--- config.mk ---
export PLATFORM = sky130hd
export DESIGN_NAME = memory_access_stage_flat
export DESIGN_NICKNAME = d
export VERILOG_FILES = /design/src/rtl/memory_access_stage_if.sv /design/src/rtl/memory_access_stage.sv /design/src/flat_wrapper.sv
export SDC_FILE = /design/constraint.sdc
export NUM_CORES = 1
export LEC_CHECK = 0
export ABC_AREA = 1
export CORE_ASPECT_RATIO = 0.75
export CORE_MARGIN = 2
export CORE_UTILIZATION = 54
export DETAILED_ROUTE_END_ITERATION = 6
export PLACE_DENSITY = 0.9
export SYNTH_ARGS = -nofsm -noshare
export SYNTH_HDL_FRONTEND = slang
export SYNTH_SLANG_ARGS = --single-unit
export TNS_END_PERCENT = 50
--- constraint.sdc ---
create_clock -name clk -period 5.3 [get_ports clk]
set_input_delay 0.53 -clock clk [delete_from_list [all_inputs] [get_ports clk]]
set_output_delay 0.53 -clock clk [all_outputs]
set_load 0.005 [all_outputs]
--- src/rtl/memory_access_stage_if.sv ---
// Data-bus interface between the memory access stage (master) and memory (slave).
// One access at a time: req held with addr/we/be/wdata stable until ack is sampled.
interface memory_access_stage_if;
  logic        req;
  logic        we;
  logic [3:0]  be;
  logic [31:0] addr;
  logic [31:0] wdata;
  logic [31:0] rdata;
  logic        ack;

  modport master (output req, we, be, addr, wdata, input rdata, ack);
  modport slave  (input req, we, be, addr, wdata, output rdata, ack);
endinterface

--- src/rtl/memory_access_stage.sv ---
// Memory access pipeline stage: captures execute results, performs up to two
// data-bus accesses (slot 1 then slot 2), then pulses write-back data/tags.
// stall is high while the stage is busy (any state other than IDLE).
// Optional feature: define MEM_ALIGN_CHECK_EN to fault misaligned LW/LH/LHU/SH
// instead of silently dropping the low address bits.
module memory_access_stage #(
  parameter int TIMEOUT_CYC = 16
) (
  input  logic        clk,
  input  logic        rst,
  input  logic        in_valid,
  input  logic [31:0] r1,
  input  logic [31:0] r2,
  input  logic        cres,
  input  logic [31:0] m_a1,
  input  logic [31:0] m_a2,
  input  logic [3:0]  m_r1_op,
  input  logic [3:0]  m_r2_op,
  input  logic [4:0]  r_a1,
  input  logic [4:0]  r_a2,
  input  logic [3:0]  r_op,
  memory_access_stage_if.master bus,
  output logic        stall,
  output logic        wb_valid,
  output logic [31:0] wb_d1,
  output logic [31:0] wb_d2,
  output logic [4:0]  wb_a1,
  output logic [4:0]  wb_a2,
  output logic [3:0]  wb_op,
  output logic        fault
);

  localparam logic [3:0] OP_LW  = 4'b0001;
  localparam logic [3:0] OP_LHU = 4'b0010;
  localparam logic [3:0] OP_LH  = 4'b0011;
  localparam logic [3:0] OP_LBU = 4'b0100;
  localparam logic [3:0] OP_LB  = 4'b0101;
  localparam logic [3:0] OP_SW  = 4'b1001;
  localparam logic [3:0] OP_SH  = 4'b1010;
  localparam logic [3:0] OP_SB  = 4'b1100;

  // Counter only needs to reach TIMEOUT_CYC-1 before the access is abandoned.
  localparam int CNT_W = (TIMEOUT_CYC > 1) ? $clog2(TIMEOUT_CYC) : 1;

  typedef enum logic [1:0] {IDLE, ACC1, ACC2, OUT} state_t;

  function automatic logic is_ld(input logic [3:0] op);
    return op inside {OP_LW, OP_LHU, OP_LH, OP_LBU, OP_LB};
  endfunction

  function automatic logic is_mem(input logic [3:0] op);
    return is_ld(op) || (op inside {OP_SW, OP_SH, OP_SB});
  endfunction

  state_t st, st_nxt;

  // captured slot
  logic [31:0] c_r1, c_r2, c_a1, c_a2;
  logic [3:0]  c_op1, c_op2, c_rop;
  logic [4:0]  c_ra1, c_ra2;
  logic        c_cancel;
  logic [31:0] d1, d2;
  logic        flt;
  logic [CNT_W-1:0] cnt;

  // current access (slot selected by state)
  logic        sel2;
  logic [3:0]  cur_op;
  logic [31:0] cur_a, cur_r;
  logic        cur_mis;
  logic        in_acc, tmo, ack_ok, abort;
  logic [3:0]  lane_be;
  logic [31:0] lane_wd, ld_val;
  logic [15:0] hw;
  logic [7:0]  bt;

  assign stall = (st != IDLE);

  // Select the slot being accessed; ACC2 always means slot 2.
  always_comb begin
    in_acc = (st == ACC1) || (st == ACC2);
    sel2   = (st == ACC2);
    cur_op = sel2 ? c_op2 : c_op1;
    cur_a  = sel2 ? c_a2  : c_a1;
    cur_r  = sel2 ? c_r2  : c_r1;
  end

  // Misaligned access detection (optional); a misaligned slot never raises req.
  always_comb begin
`ifdef MEM_ALIGN_CHECK_EN
    cur_mis = ((cur_op == OP_LW) && (cur_a[1:0] != 2'b00)) ||
              ((cur_op inside {OP_LH, OP_LHU, OP_SH}) && cur_a[0]);
`else
    cur_mis = 1'b0;
`endif
  end

  // Byte-lane enables, replicated store data and extended load data.
  always_comb begin
    lane_be = 4'b0000;
    lane_wd = cur_r;
    hw      = cur_a[1] ? bus.rdata[31:16] : bus.rdata[15:0];
    bt      = bus.rdata[{cur_a[1:0], 3'b000} +: 8];
    ld_val  = bus.rdata;
    case (cur_op)
      OP_LW, OP_SW:          lane_be = 4'b1111;
      OP_LHU, OP_LH, OP_SH:  lane_be = cur_a[1] ? 4'b1100 : 4'b0011;
      OP_LBU, OP_LB, OP_SB:  lane_be = 4'b0001 << cur_a[1:0];
      default:               lane_be = 4'b0000;
    endcase
    case (cur_op)
      OP_SH:   lane_wd = {2{cur_r[15:0]}};
      OP_SB:   lane_wd = {4{cur_r[7:0]}};
      default: lane_wd = cur_r;
    endcase
    case (cur_op)
      OP_LHU:  ld_val = {16'h0000, hw};
      OP_LH:   ld_val = {{16{hw[15]}}, hw};
      OP_LBU:  ld_val = {24'h000000, bt};
      OP_LB:   ld_val = {{24{bt[7]}}, bt};
      default: ld_val = bus.rdata;
    endcase
  end

  // Bus drive: quiet (all zero) outside an active, aligned access.
  always_comb begin
    bus.req   = 1'b0;
    bus.we    = 1'b0;
    bus.be    = 4'b0000;
    bus.addr  = 32'h0;
    bus.wdata = 32'h0;
    if (in_acc && !cur_mis) begin
      bus.req   = 1'b1;
      bus.we    = cur_op[3];
      bus.be    = lane_be;
      bus.addr  = {cur_a[31:2], 2'b00};
      bus.wdata = lane_wd;
    end
  end

  // Access completion / abort; an ack in the same cycle as the timeout wins.
  always_comb begin
    tmo    = (TIMEOUT_CYC > 0) && (cnt == CNT_W'(TIMEOUT_CYC - 1));
    ack_ok = in_acc && !cur_mis && bus.ack;
    abort  = in_acc && (cur_mis || (!bus.ack && tmo));
  end

  // Next-state logic.
  always_comb begin
    st_nxt = st;
    case (st)
      IDLE: if (in_valid) begin
        if (!cres)                st_nxt = OUT;
        else if (is_mem(m_r1_op)) st_nxt = ACC1;
        else if (is_mem(m_r2_op)) st_nxt = ACC2;
        else                      st_nxt = OUT;
      end
      ACC1: begin
        if (abort)       st_nxt = OUT;
        else if (ack_ok) st_nxt = is_mem(c_op2) ? ACC2 : OUT;
      end
      ACC2: if (abort || ack_ok) st_nxt = OUT;
      OUT:  st_nxt = IDLE;
      default: st_nxt = IDLE;
    endcase
  end

  // State register.
  always_ff @(posedge clk) begin
    if (rst) st <= IDLE;
    else     st <= st_nxt;
  end

  // Capture, access bookkeeping and write-back outputs.
  always_ff @(posedge clk) begin
    if (rst) begin
      c_r1 <= '0; c_r2 <= '0; c_a1 <= '0; c_a2 <= '0;
      c_op1 <= '0; c_op2 <= '0; c_rop <= '0;
      c_ra1 <= '0; c_ra2 <= '0; c_cancel <= 1'b0;
      d1 <= '0; d2 <= '0; flt <= 1'b0; cnt <= '0;
      wb_valid <= 1'b0; fault <= 1'b0;
      wb_d1 <= '0; wb_d2 <= '0; wb_a1 <= '0; wb_a2 <= '0; wb_op <= '0;
    end else begin
      wb_valid <= 1'b0;
      fault    <= 1'b0;
      // timeout counter restarts on every state change (entry to ACC1/ACC2)
      if (st != st_nxt) cnt <= '0;
      else if (in_acc)  cnt <= cnt + 1'b1;
      case (st)
        IDLE: if (in_valid) begin
          c_r1 <= r1;       c_r2 <= r2;
          c_a1 <= m_a1;     c_a2 <= m_a2;
          c_op1 <= m_r1_op; c_op2 <= m_r2_op;
          c_ra1 <= r_a1;    c_ra2 <= r_a2;   c_rop <= r_op;
          c_cancel <= !cres;
          d1 <= r1; d2 <= r2;
          flt <= 1'b0;
        end
        ACC1, ACC2: begin
          if (abort) flt <= 1'b1;
          else if (ack_ok && is_ld(cur_op)) begin
            if (sel2) d2 <= ld_val;
            else      d1 <= ld_val;
          end
        end
        OUT: begin
          wb_valid <= 1'b1;
          fault    <= flt;
          wb_d1    <= d1;
          wb_d2    <= d2;
          wb_a1    <= c_ra1;
          wb_a2    <= c_ra2;
          wb_op    <= (c_cancel || flt) ? 4'b0000 : c_rop;
        end
        default: ;
      endcase
    end
  end

endmodule

--- src/flat_wrapper.sv ---
// flat-port wrapper written by rule: the top's interface ports become plain ports
module memory_access_stage_flat 
#(
  parameter int TIMEOUT_CYC = 16
)
  (clk, rst, in_valid, r1, r2, cres, m_a1, m_a2, m_r1_op, m_r2_op, r_a1, r_a2, r_op, stall, wb_valid, wb_d1, wb_d2, wb_a1, wb_a2, wb_op, fault, bus_req, bus_we, bus_be, bus_addr, bus_wdata, bus_rdata, bus_ack);
  memory_access_stage_if bus_i ();
  input  logic clk;
  input  logic rst;
  input  logic in_valid;
  input  logic [31:0] r1;
  input  logic [31:0] r2;
  input  logic cres;
  input  logic [31:0] m_a1;
  input  logic [31:0] m_a2;
  input  logic [3:0] m_r1_op;
  input  logic [3:0] m_r2_op;
  input  logic [4:0] r_a1;
  input  logic [4:0] r_a2;
  input  logic [3:0] r_op;
  output logic stall;
  output logic wb_valid;
  output logic [31:0] wb_d1;
  output logic [31:0] wb_d2;
  output logic [4:0] wb_a1;
  output logic [4:0] wb_a2;
  output logic [3:0] wb_op;
  output logic fault;
  output wire logic [$bits(bus_i.req)-1:0] bus_req;
  output wire logic [$bits(bus_i.we)-1:0] bus_we;
  output wire logic [$bits(bus_i.be)-1:0] bus_be;
  output wire logic [$bits(bus_i.addr)-1:0] bus_addr;
  output wire logic [$bits(bus_i.wdata)-1:0] bus_wdata;
  input wire logic [$bits(bus_i.rdata)-1:0] bus_rdata;
  input wire logic [$bits(bus_i.ack)-1:0] bus_ack;
  assign bus_req = bus_i.req;
  assign bus_we = bus_i.we;
  assign bus_be = bus_i.be;
  assign bus_addr = bus_i.addr;
  assign bus_wdata = bus_i.wdata;
  assign bus_i.rdata = bus_rdata;
  assign bus_i.ack = bus_ack;
  memory_access_stage #(.TIMEOUT_CYC(TIMEOUT_CYC)) u_core (.clk(clk), .rst(rst), .in_valid(in_valid), .r1(r1), .r2(r2), .cres(cres), .m_a1(m_a1), .m_a2(m_a2), .m_r1_op(m_r1_op), .m_r2_op(m_r2_op), .r_a1(r_a1), .r_a2(r_a2), .r_op(r_op), .bus(bus_i), .stall(stall), .wb_valid(wb_valid), .wb_d1(wb_d1), .wb_d2(wb_d2), .wb_a1(wb_a1), .wb_a2(wb_a2), .wb_op(wb_op), .fault(fault));
endmodule
==> impl_metrics.json <==
{
  "status": "complete, but fails checks",
  "violations_in_the_final_reports": "design-rule violations",
  "detail_route.wl_per_cell_um": 19.2,
  "filler_cell_count": 2061,
  "timing.critical_path.required_ns": 4.77,
  "final_period_minus_worst_setup_slack_ns": 4.97,
  "worstHoldPathType": "reg -> reg",
  "pwr-share-comb_pct": 53.4,
  "clk-insertion-delay-late_ns": 0.59,
  "ys_async_sr_fraction_pct": 0,
  "max_layer_used": "met5",
  "worstSetupStartpointType": "flop",
  "clkTransAtPathRegs_ns": 0.06,
  "route.final.wire_length_um": 53500,
  "synth_ff_type": "dfxtp_1",
  "yosys-top-cells-area": "dfxtp_1, nor2_1, nand2_1",
  "die_area_um2": 27500,
  "drv_slew": 0,
  "post_synth_instance_area_um2": 14200,
  "floorplan.io_pins": 338,
  "rsz0062_at_grt": "false",
  "ff_latch_area_um2": 6050,
  "htree_levels": 1,
  "track_usage_pct": 37.5,
  "globalplace.congestion": 0.992,
  "setup_total_negative_slack_ns": 0,
  "finClkSkew_ns": 0.0149,
  "top_cell_type_s_share_of_synthesized_area_pct": 42.7,
  "crit_path_max_fanout": 55,
  "worst_pin_slew_ns": 1.03,
  "multiInputGateArea_um2": 6900,
  "detailroute.wirelength.met3_um": 5840,
  "synth_area_leader_cell": "dfxtp_1",
  "num_vias": 15703,
  "num-nets-final": 2611,
  "synth-seq-cells": 302,
  "wirelength_met1_um": 22600,
  "synth_sequential_area_ratio_pct": 42.7,
  "die_y_um": 144,
  "die_w_um": 191,
  "power_per_cell_area_nw_per_um2": 633,
  "postCtsSetupRepairBufs": 0,
  "achievable-frequency_mhz": 201,
  "cts_hold_buffers": 0,
  "cap_viol_max_count": 0,
  "switching_fraction_of_total_power_pct": 45.7,
  "seq_power_share_pct": 27.0,
  "cell_internal_pwr_w": 0.00637,
  "antenna_found_initial": 1,
  "post_synth.cell_area_avg_um2": 6.48,
  "coreArea_um2": 25800,
  "cts_sinks": 302,
  "max_slew_margin_pct": 31.4,
  "start_util_pct": 54.8,
  "report.final.setup_viol": 0,
  "clock_path_buffers": 3,
  "arrival_ns": 4.44,
  "post-route-util_pct": 71.7,
  "final_hpwl_from_detailed_placement_um": 37900,
  "synth_enable_flop_cells": 0,
  "setup_cp_type": "reg -> out",
  "post_cts_resized": 0,
  "synth.lib_cells_used.distinct": 33,
  "dr.first_iter.drc_count": 1772,
  "cts_tree": "done",
  "antenna_left": 0,
  "tritoncts.num_buffers": 29,
  "grt_start_max_net_pins": 157,
  "yosys.cell_count.top_type": "nor2_1",
  "ant_diodes": 0,
  "dpl-instance-area_um2": 17500,
  "worst_ir_drop_vdd_uv": 463,
  "syn_to_final_growth_pct": 30.8,
  "report.final.hold_viol_count": 0,
  "cts.root.buffer_cell": "clkbuf_16",
  "stdcell_area_um2": 18500,
  "layout_setup_ws_ns": 0.327,
  "detailroute.wirelength.met2_um": 23300,
  "dp_worst_setup_slack_ns": 1.07,
  "global_route_wire_length_before_repair_um": 79700,
  "clk_network_pwr_share_pct": 19.6,
  "overflow": 0,
  "synthCells": 2186,
  "yosys_warnings": 0,
  "total_leakage_power_nw": 8.26,
  "ratio_of_routed_vias_to_standard_cells": 5.64,
  "numPortBuffers": 335,
  "first_global_vias": 14350,
  "rows": 51,
  "drc": 23,
  "layout_worst_path_cycle_share_pct": 93.8,
  "first_pass_iters": 7,
  "endpoint_kind": "primary output",
  "switchingPower_w": 0.00535,
  "post_route_cells_drive_above_1_share_pct": 3.77,
  "netlist_top_cells_count": "nor2_1, nand2_1, dfxtp_1"
}
## layer usage
metal  vias up  GRT usage, %
met2       905          57.8
met1      7288          52.2
li1       7382             -
met4         2          11.3
met5         -             0
met3       126          8.61
## state kept, by name, summed over array words and instances, names as in the netlist
name,cells
u_core.c_op2,4
u_core.fault,1
u_core.cnt,4
u_core.c_r2,32
u_core.wb_d1,32
u_core.c_a2,32
u_core.wb_valid,1
u_core.c_r1,32
u_core.wb_d2,32
u_core.c_rop,4
u_core.c_ra1,5
u_core.c_ra2,5
u_core.flt,1
u_core.wb_op,4
u_core.st,2
u_core.wb_a2,5
u_core.c_a1,32
u_core.d2,32
u_core.c_cancel,1
u_core.wb_a1,5
u_core.d1,32
u_core.c_op1,4
## worst max-delay path, stage by stage, from the launching register on
cell and delay, ns:
dfxtp_1 0.42, inv_1 0.13, ha_2 0.33, inv_4 0.51, nand2_2 0.14, nand2_4 0.19
nor2_1 0.11, nand3_1 0.31, nand2_2 0.21, inv_2 0.42, o21ai_1 0.18, a21oi_1 0.31
clkdlybuf4s50_1 0.58
## area by class of cell
class	instances	share of cell area, %
well taps	344	2.32
clock inverters	14	1.10
flip-flops and latches	302	32.6
clock buffers	40	4.63
inverters	162	3.34
multi-input cells	1573	37.2
repair buffers	351	18.7
## final timing paths
path	startpoint	end	slack, ns	cells past startpoint
setup / recovery	u_core.st[0]$_SDFF_PP0_	bus_wdata[26]	0.33	12
setup reg to reg	u_core.st[0]$_SDFF_PP0_	u_core.d1[11]$_SDFFE_PP0P_	1.19	15
hold reg to reg	u_core.c_r1[5]$_SDFFE_PP0P_	u_core.c_r1[5]$_SDFFE_PP0P_	0.45	2
hold / removal	u_core.c_r1[5]$_SDFFE_PP0P_	u_core.c_r1[5]$_SDFFE_PP0P_	0.45	2
## cells by family (layout without fill, tap and decap cells)
kind of cell,count (synthesis),after routing,share of synthesized area (%)
and+or+nand+nor,1144,1144,32.5
AOI/OAI and AO/OA,410,410,14.7
buffers and inverters,312,567,8.81
DFF,302,302,42.7
muxes,9,9,0.636
adders and majority gates,5,5,0.442
xor gates and xnor gates,3,3,0.186
other,1,2,0.0265
## power groups by stage
| stage | Combinational, W | Sequential [W] | Clock (W) |
|---|---|---|---|
| floorplan | 0.00395 | 0.00314 | 0 |
| global placement | 0.00593 | 0.00317 | 0 |
| detailed placement | 0.00606 | 0.00320 | 0 |
| CTS | 0.00612 | 0.00316 | 0.00229 |
| global route | 0.00682 | 0.00323 | 0.00238 |
| finish | 0.00626 | 0.00317 | 0.00229 |
## cell usage in the layout (no fill, tap or decap), types with 2 or more instances in the layout
cell             count
ha_2                 2
nor3_1               7
xor2_1               2
clkdlybuf4s50_1    335
nand3b_1             6
a21oi_1             99
inv_2                3
nand2_1            448
nor2_1             519
nand2_2              5
clkinv_2             5
ha_1                 2
clkbuf_16           29
inv_4                2
clkinvlp_4           3
buf_4               16
o21a_1               4
nand4_1              9
mux2i_1              9
dfxtp_1            302
o21ai_0            291
nand2_4              6
conb_1               2
o21ai_1              6
nand3_2              2
a31oi_1              9
inv_1              154
clkinv_1             2
clkbuf_1             2
bufinv_16            4
clkbuf_8             9
nand3_1            140
## through the flow
stage,total power [W],hold slack [ns],cells
after floorplan,0.00709,0.424,2187
final,0.0117,0.450,2786
after CTS,0.0116,0.450,2786
after detailed placement,0.00926,0.442,2732
after global routing,0.0124,0.475,2786
after global placement,0.00911,0.435,2732
No activity file was read; power rests on OpenSTA's default activity.
==> RTL edit 1 (same flow settings) <==
Put one more register stage on the output `fault`. The value now appears one clock later. The other outputs are not delayed to match.
--- a/src/rtl/memory_access_stage.sv
+++ b/src/rtl/memory_access_stage.sv
@@ -45,4 +45,6 @@
   typedef enum logic [1:0] {IDLE, ACC1, ACC2, OUT} state_t;
 
+  logic fault_s0;
+
   function automatic logic is_ld(input logic [3:0] op);
     return op inside {OP_LW, OP_LHU, OP_LH, OP_LBU, OP_LB};
@@ -179,9 +181,9 @@
       c_ra1 <= '0; c_ra2 <= '0; c_cancel <= 1'b0;
       d1 <= '0; d2 <= '0; flt <= 1'b0; cnt <= '0;
-      wb_valid <= 1'b0; fault <= 1'b0;
+      wb_valid <= 1'b0; fault_s0 <= 1'b0;
       wb_d1 <= '0; wb_d2 <= '0; wb_a1 <= '0; wb_a2 <= '0; wb_op <= '0;
     end else begin
       wb_valid <= 1'b0;
-      fault    <= 1'b0;
+      fault_s0 <= 1'b0;
       // timeout counter restarts on every state change (entry to ACC1/ACC2)
       if (st != st_nxt) cnt <= '0;
@@ -206,5 +208,5 @@
         OUT: begin
           wb_valid <= 1'b1;
-          fault    <= flt;
+          fault_s0 <= flt;
           wb_d1    <= d1;
           wb_d2    <= d2;
@@ -218,4 +220,8 @@
   end
 
+  always_ff @(posedge clk) begin
+    fault <= fault_s0;
+  end
+
 endmodule
 
Behaviour: no difference found for any inputs over 4 cycles, from zero or initial values and one cycle with rst high; that may be too few to reach the edited logic, so the function may still have changed.
==> RTL edit 1 against the original RTL <==
The run still ends with DRC left; critical path type unchanged; sequential cell count grew 1; total power shrank 9.6%; first-iteration DRC count grew 21%; non-clock buffer count grew 1; design area shrank 0.18%; combinational power shrank 14%; synthesized cell count grew 0.46%; worst setup slack gained 0.25 ns; die area grew 0.38%; clock power shrank 8%; routed wire length shrank 4.7%; highest routed layer is now met4; area after synthesis grew 0.39%; final cell count grew 0.29%; critical endpoint is now bus_wdata[30]; critical path depth is the same.
==> RTL edit 1: results (changes against the original RTL) <==
[synthesis]
synth_fa_ha_area_frac = 0.00440  ; was 0.00442
syn_inst = 2196  ; was 2186
synthDistinctLibCells = 35  ; was 33
synth_compound_area_frac = 0.148  ; was 0.147
synthMuxAreaShare = 0.00634  ; was 0.00636
yosysSeqAreaShare = 0.427  ; about the same
synth_area_leaders = dfxtp_1, nor2_1, nand2_1, o21ai_0, nand3_1  ; unchanged
synth_commonest_cells = nor2_1, nand2_1, dfxtp_1, o21ai_0, inv_1  ; unchanged

[worst_setup_path]
critPathMaxStageDelay_ns = 0.55  ; was 0.58 ns
crit_fanout = 32  ; was 55

[cells_and_area]
final_cells = 2794  ; was 2786
syn_to_final_growth_pct = 30.1  ; was 30.8%
fillCellCount = 2157  ; was 2061
fin_nets = 2620  ; was 2611
drive_gt1_frac = 0.0384  ; was 0.0377

[clock_network]
clkLatencyLatePin_ns = 0.57  ; was 0.59 ns

[placed_design]
place_worst_setup_slack_ns = 1.28  ; was 1.07 ns
placed_cell_area_um2 = 17500  ; about the same
dp_cells = 2741  ; was 2732
hpwl_um = 36600  ; was 37900 µm

[drt]
first_iter_violations = 2143  ; was 1772
drc = 1  ; was 23

[power]
p_leak_nw = 8.24  ; was 8.26 nW

[outcome]
outcome = finished with violations  ; unchanged
failed_checks = DRC  ; unchanged

[global_routing]
grt_usage = 0.353  ; was 0.375

[floorplanning]
die-area_um2 = 27700  ; was 27500 µm²

RTL edit 1: per-layer routing:
layer,up-vias,global-route usage,part of all wire
li1,7405,-,-
met1,7164,0.490,0.42
met2,890,0.525,0.42
met3,139,0.0864,0.12
met4,0,0.145,0.044
met5,-,0,0
RTL edit 1: report_power, final:
part | total [mW] | switching (mW) | internal (mW)
combinational | 5.40 | 3.54 | 1.86
clock | 2.11 | 0.916 | 1.19
sequential | 3.09 | 0.259 | 2.83
RTL edit 1: worst register-to-register path, stage by stage (launching register included):
cell and delay [ns]:
dfxtp_1 0.45, inv_1 0.14, ha_2 0.28, inv_2 0.28, nand2_1 0.32, nand2_1 0.52
nand2_1 0.10, nand2_1 0.08, nand2_1 0.07, nand3_1 0.63, nand3_1 0.33, nand2_1 0.14
inv_1 0.07, nor2_1 0.17, nor2_1 0.06
RTL edit 1: worst paths after layout:
check,from,endpoint,slack (ns),cells after the start
hold / removal,u_core.fault_s0,u_core.fault,0.33,0
setup reg to reg,u_core.st[0],u_core.d2[17],1.55,14
setup / recovery,u_core.st[0],bus_wdata[30],0.58,12
hold reg to reg,u_core.fault_s0,u_core.fault,0.33,0
RTL edit 1: logic make-up (layout without fill, tap and decap cells):
| kind of cell | count (synthesis) | in the layout |
|---|---|---|
| xor+xnor | 3 | 3 |
| buf+inv | 318 | 570 |
| simple gates | 1142 | 1142 |
| mux | 9 | 9 |
| compound gates | 415 | 415 |
| other cells | 1 | 3 |
| fa+ha+maj | 5 | 5 |
| flops | 303 | 303 |
RTL edit 1: final cells by class:
class	instances	area share
clock inverter	12	0.00731
sequential	303	0.328
multi-input combinational	1576	0.374
tap	344	0.0233
inverter	166	0.0341
antenna	1	0.000135
timing repair buffer	352	0.188
clock buffer	40	0.0447
==> RTL edit 2 (config.mk and constraints unchanged) <==
Without the edit above. `TIMEOUT_CYC` is set to 16 in 2 places; all go to 8.
--- a/src/rtl/memory_access_stage.sv
+++ b/src/rtl/memory_access_stage.sv
@@ -5,5 +5,5 @@
 // instead of silently dropping the low address bits.
 module memory_access_stage #(
-  parameter int TIMEOUT_CYC = 16
+  parameter int TIMEOUT_CYC = 8
 ) (
   input  logic        clk,
--- a/src/flat_wrapper.sv
+++ b/src/flat_wrapper.sv
@@ -2,5 +2,5 @@
 module memory_access_stage_flat 
 #(
-  parameter int TIMEOUT_CYC = 16
+  parameter int TIMEOUT_CYC = 8
 )
   (clk, rst, in_valid, r1, r2, cres, m_a1, m_a2, m_r1_op, m_r2_op, r_a1, r_a2, r_op, stall, wb_valid, wb_d1, wb_d2, wb_a1, wb_a2, wb_op, fault, bus_req, bus_we, bus_be, bus_addr, bus_wdata, bus_rdata, bus_ack);
Formal check against the unedited RTL: same outputs for any inputs over 4 cycles, from zero or initial values and one cycle with rst high; that may be too few to reach the edited logic, so the function may still have changed.
==> RTL edit 2 against the original RTL <==
Routed wire length up 0.36%; largest cell class unchanged; total power is 2.1% higher; worst setup slack better by 0.14 ns; via count up 0.43%; sequential share of layout area shrank 0.20 points; design area is 0.29% higher; sequential cell count down 1; largest power group unchanged; synthesized cell count fell by 0.32%; clock skew rose by 0.0011 ns; area after synthesis shrank 0.32%; combinational power about the same.
==> RTL edit 2: results (changes against the original RTL) <==
[worst_setup_path]
cp_slowest_cell = a31oi_1  ; was clkdlybuf4s50_1
reg2regPathDepth = 16  ; was 15
arrival_ns = 4.30  ; was 4.44 ns
crit_fanout = 37  ; was 55
crit_family = buffers and inverters  ; unchanged
critPathMaxStageDelay_ns = 0.60  ; was 0.58 ns

[global_routing]
met2_usage = 0.580  ; was 0.578
grt_pass1_vias = 14300  ; was 14400
use_met3 = 0.0740  ; was 0.0861
grt_max_degree = 168  ; was 157
antenna_found_initial = 0  ; was 1
grt_usage = 0.376  ; was 0.375
grt_first_pass_wirelength_um = 80000  ; was 79700 µm
grtUsageMet1 = 0.520  ; was 0.522

[cells_and_area]
fin_nets = 2604  ; was 2611
fillCellCount = 2107  ; was 2061
drive_gt1_frac = 0.0386  ; was 0.0377

[synthesis]
synth_commonest_cells = nor2_1, nand2_1, dfxtp_1, o21ai_0, inv_1  ; unchanged
yosysSeqAreaShare = 0.427  ; about the same
synth_area_leaders = dfxtp_1, nor2_1, nand2_1, o21ai_0, nand3_1  ; unchanged

[placed_design]
gp_congestion = 0.961  ; was 0.992
hpwl_um = 37600  ; was 37900 µm
place_worst_setup_slack_ns = 1.23  ; was 1.07 ns

[power]
ir_drop_mv = 0.576  ; was 0.463 mV
p_leak_nw = 8.26  ; about the same

[sta]
worst_pin_slew_ns = 1.04  ; was 1.03 ns
fin_worst_skew_ns = 0.0160  ; was 0.0149 ns

[outcome]
outcome = complete, no violations  ; was finished with violations

[drt]
via_per_inst = 5.68  ; was 5.64
routed_wl_um = 53700  ; was 53500 µm
first_iter_violations = 2043  ; was 1772

[min_path]
hold_start = u_core.c_r1[6]  ; was u_core.c_r1[5]

[clock_network]
cts_root_buffer = clkbuf_16  ; unchanged
clkLatencyLatePin_ns = 0.57  ; was 0.59 ns

==> RTL edit 2: changes by cell type after synthesis, sizes merged, moves of 4 or more <==
cell and delta:
nand3 -5, a21oi -4, clkinv +4, o21a -4
==> RTL edit 2: worst register-to-register path: stages, from the launching register on <==
cell and delay, ns:
dfxtp_1 0.45, inv_1 0.14, ha_2 0.24, inv_4 0.26, buf_4 0.39, nand2_1 0.09
buf_4 0.22, nand2_1 0.09, buf_4 0.32, inv_1 0.16, nand2_1 0.13, nand3_1 0.70
nand3_1 0.45, nand2_1 0.10, clkinv_1 0.13, nor2_1 0.06, nor2_1 0.10
==> RTL edit 2: final cells by class <==
| class | count | area share |
|---|---|---|
| Clock buffer | 34 | 0.0411 |
| Multi-Input combinational cell | 1565 | 0.369 |
| Clock inverter | 19 | 0.0211 |
| Sequential cell | 301 | 0.324 |
| Tap cell | 344 | 0.0232 |
| Inverter | 163 | 0.0335 |
| Timing Repair Buffer | 351 | 0.188 |
==> RTL edit 2: routing by layer <==
layer  up-vias  share of wire
met5         -              0
met1      7225           0.41
met3       172           0.11
met4         0          0.046
li1       7344              -
met2      1029           0.43
==> RTL edit 2: metrics by stage <==
step	utilization	std cells	instance area (µm²)
detailed placement	0.674	2724	17400
finish	0.719	2777	18600
global route	0.719	2777	18600
global placement	0.674	2724	17400
floorplan	-	2180	14100
CTS	0.719	2777	18600
==> RTL edit 2: cell families (layout without fill, tap and decap cells) <==
family	count (synthesis)	in the layout	synth area share
XOR/XNOR	1	1	0.000621
multiplexers	10	10	0.00709
flip-flops	301	301	0.427
AND/OR/NAND/NOR	1140	1140	0.325
AO/OA/AOI/OAI	406	406	0.145
buffers and inverters	314	567	0.0893
other	1	2	0.000266
adder cells (fa/ha/maj)	6	6	0.00532
==> RTL edit 2: worst paths after layout <==
| kind | end | slack [ns] |
|---|---|---|
| min | u_core.c_r1[6] | 0.45 |
| max | bus_be[0] | 0.47 |
| min reg2reg | u_core.c_r1[6] | 0.45 |
| max reg2reg | u_core.d1[27] | 1.23 |
==> RTL edit 2: where the power goes <==
group	internal (mW)	leakage, nW	switching [mW]	total (mW)
clock	1.57	0.565	0.952	2.53
combinational	2.14	5.22	4.14	6.28
sequential	2.87	2.48	0.295	3.17
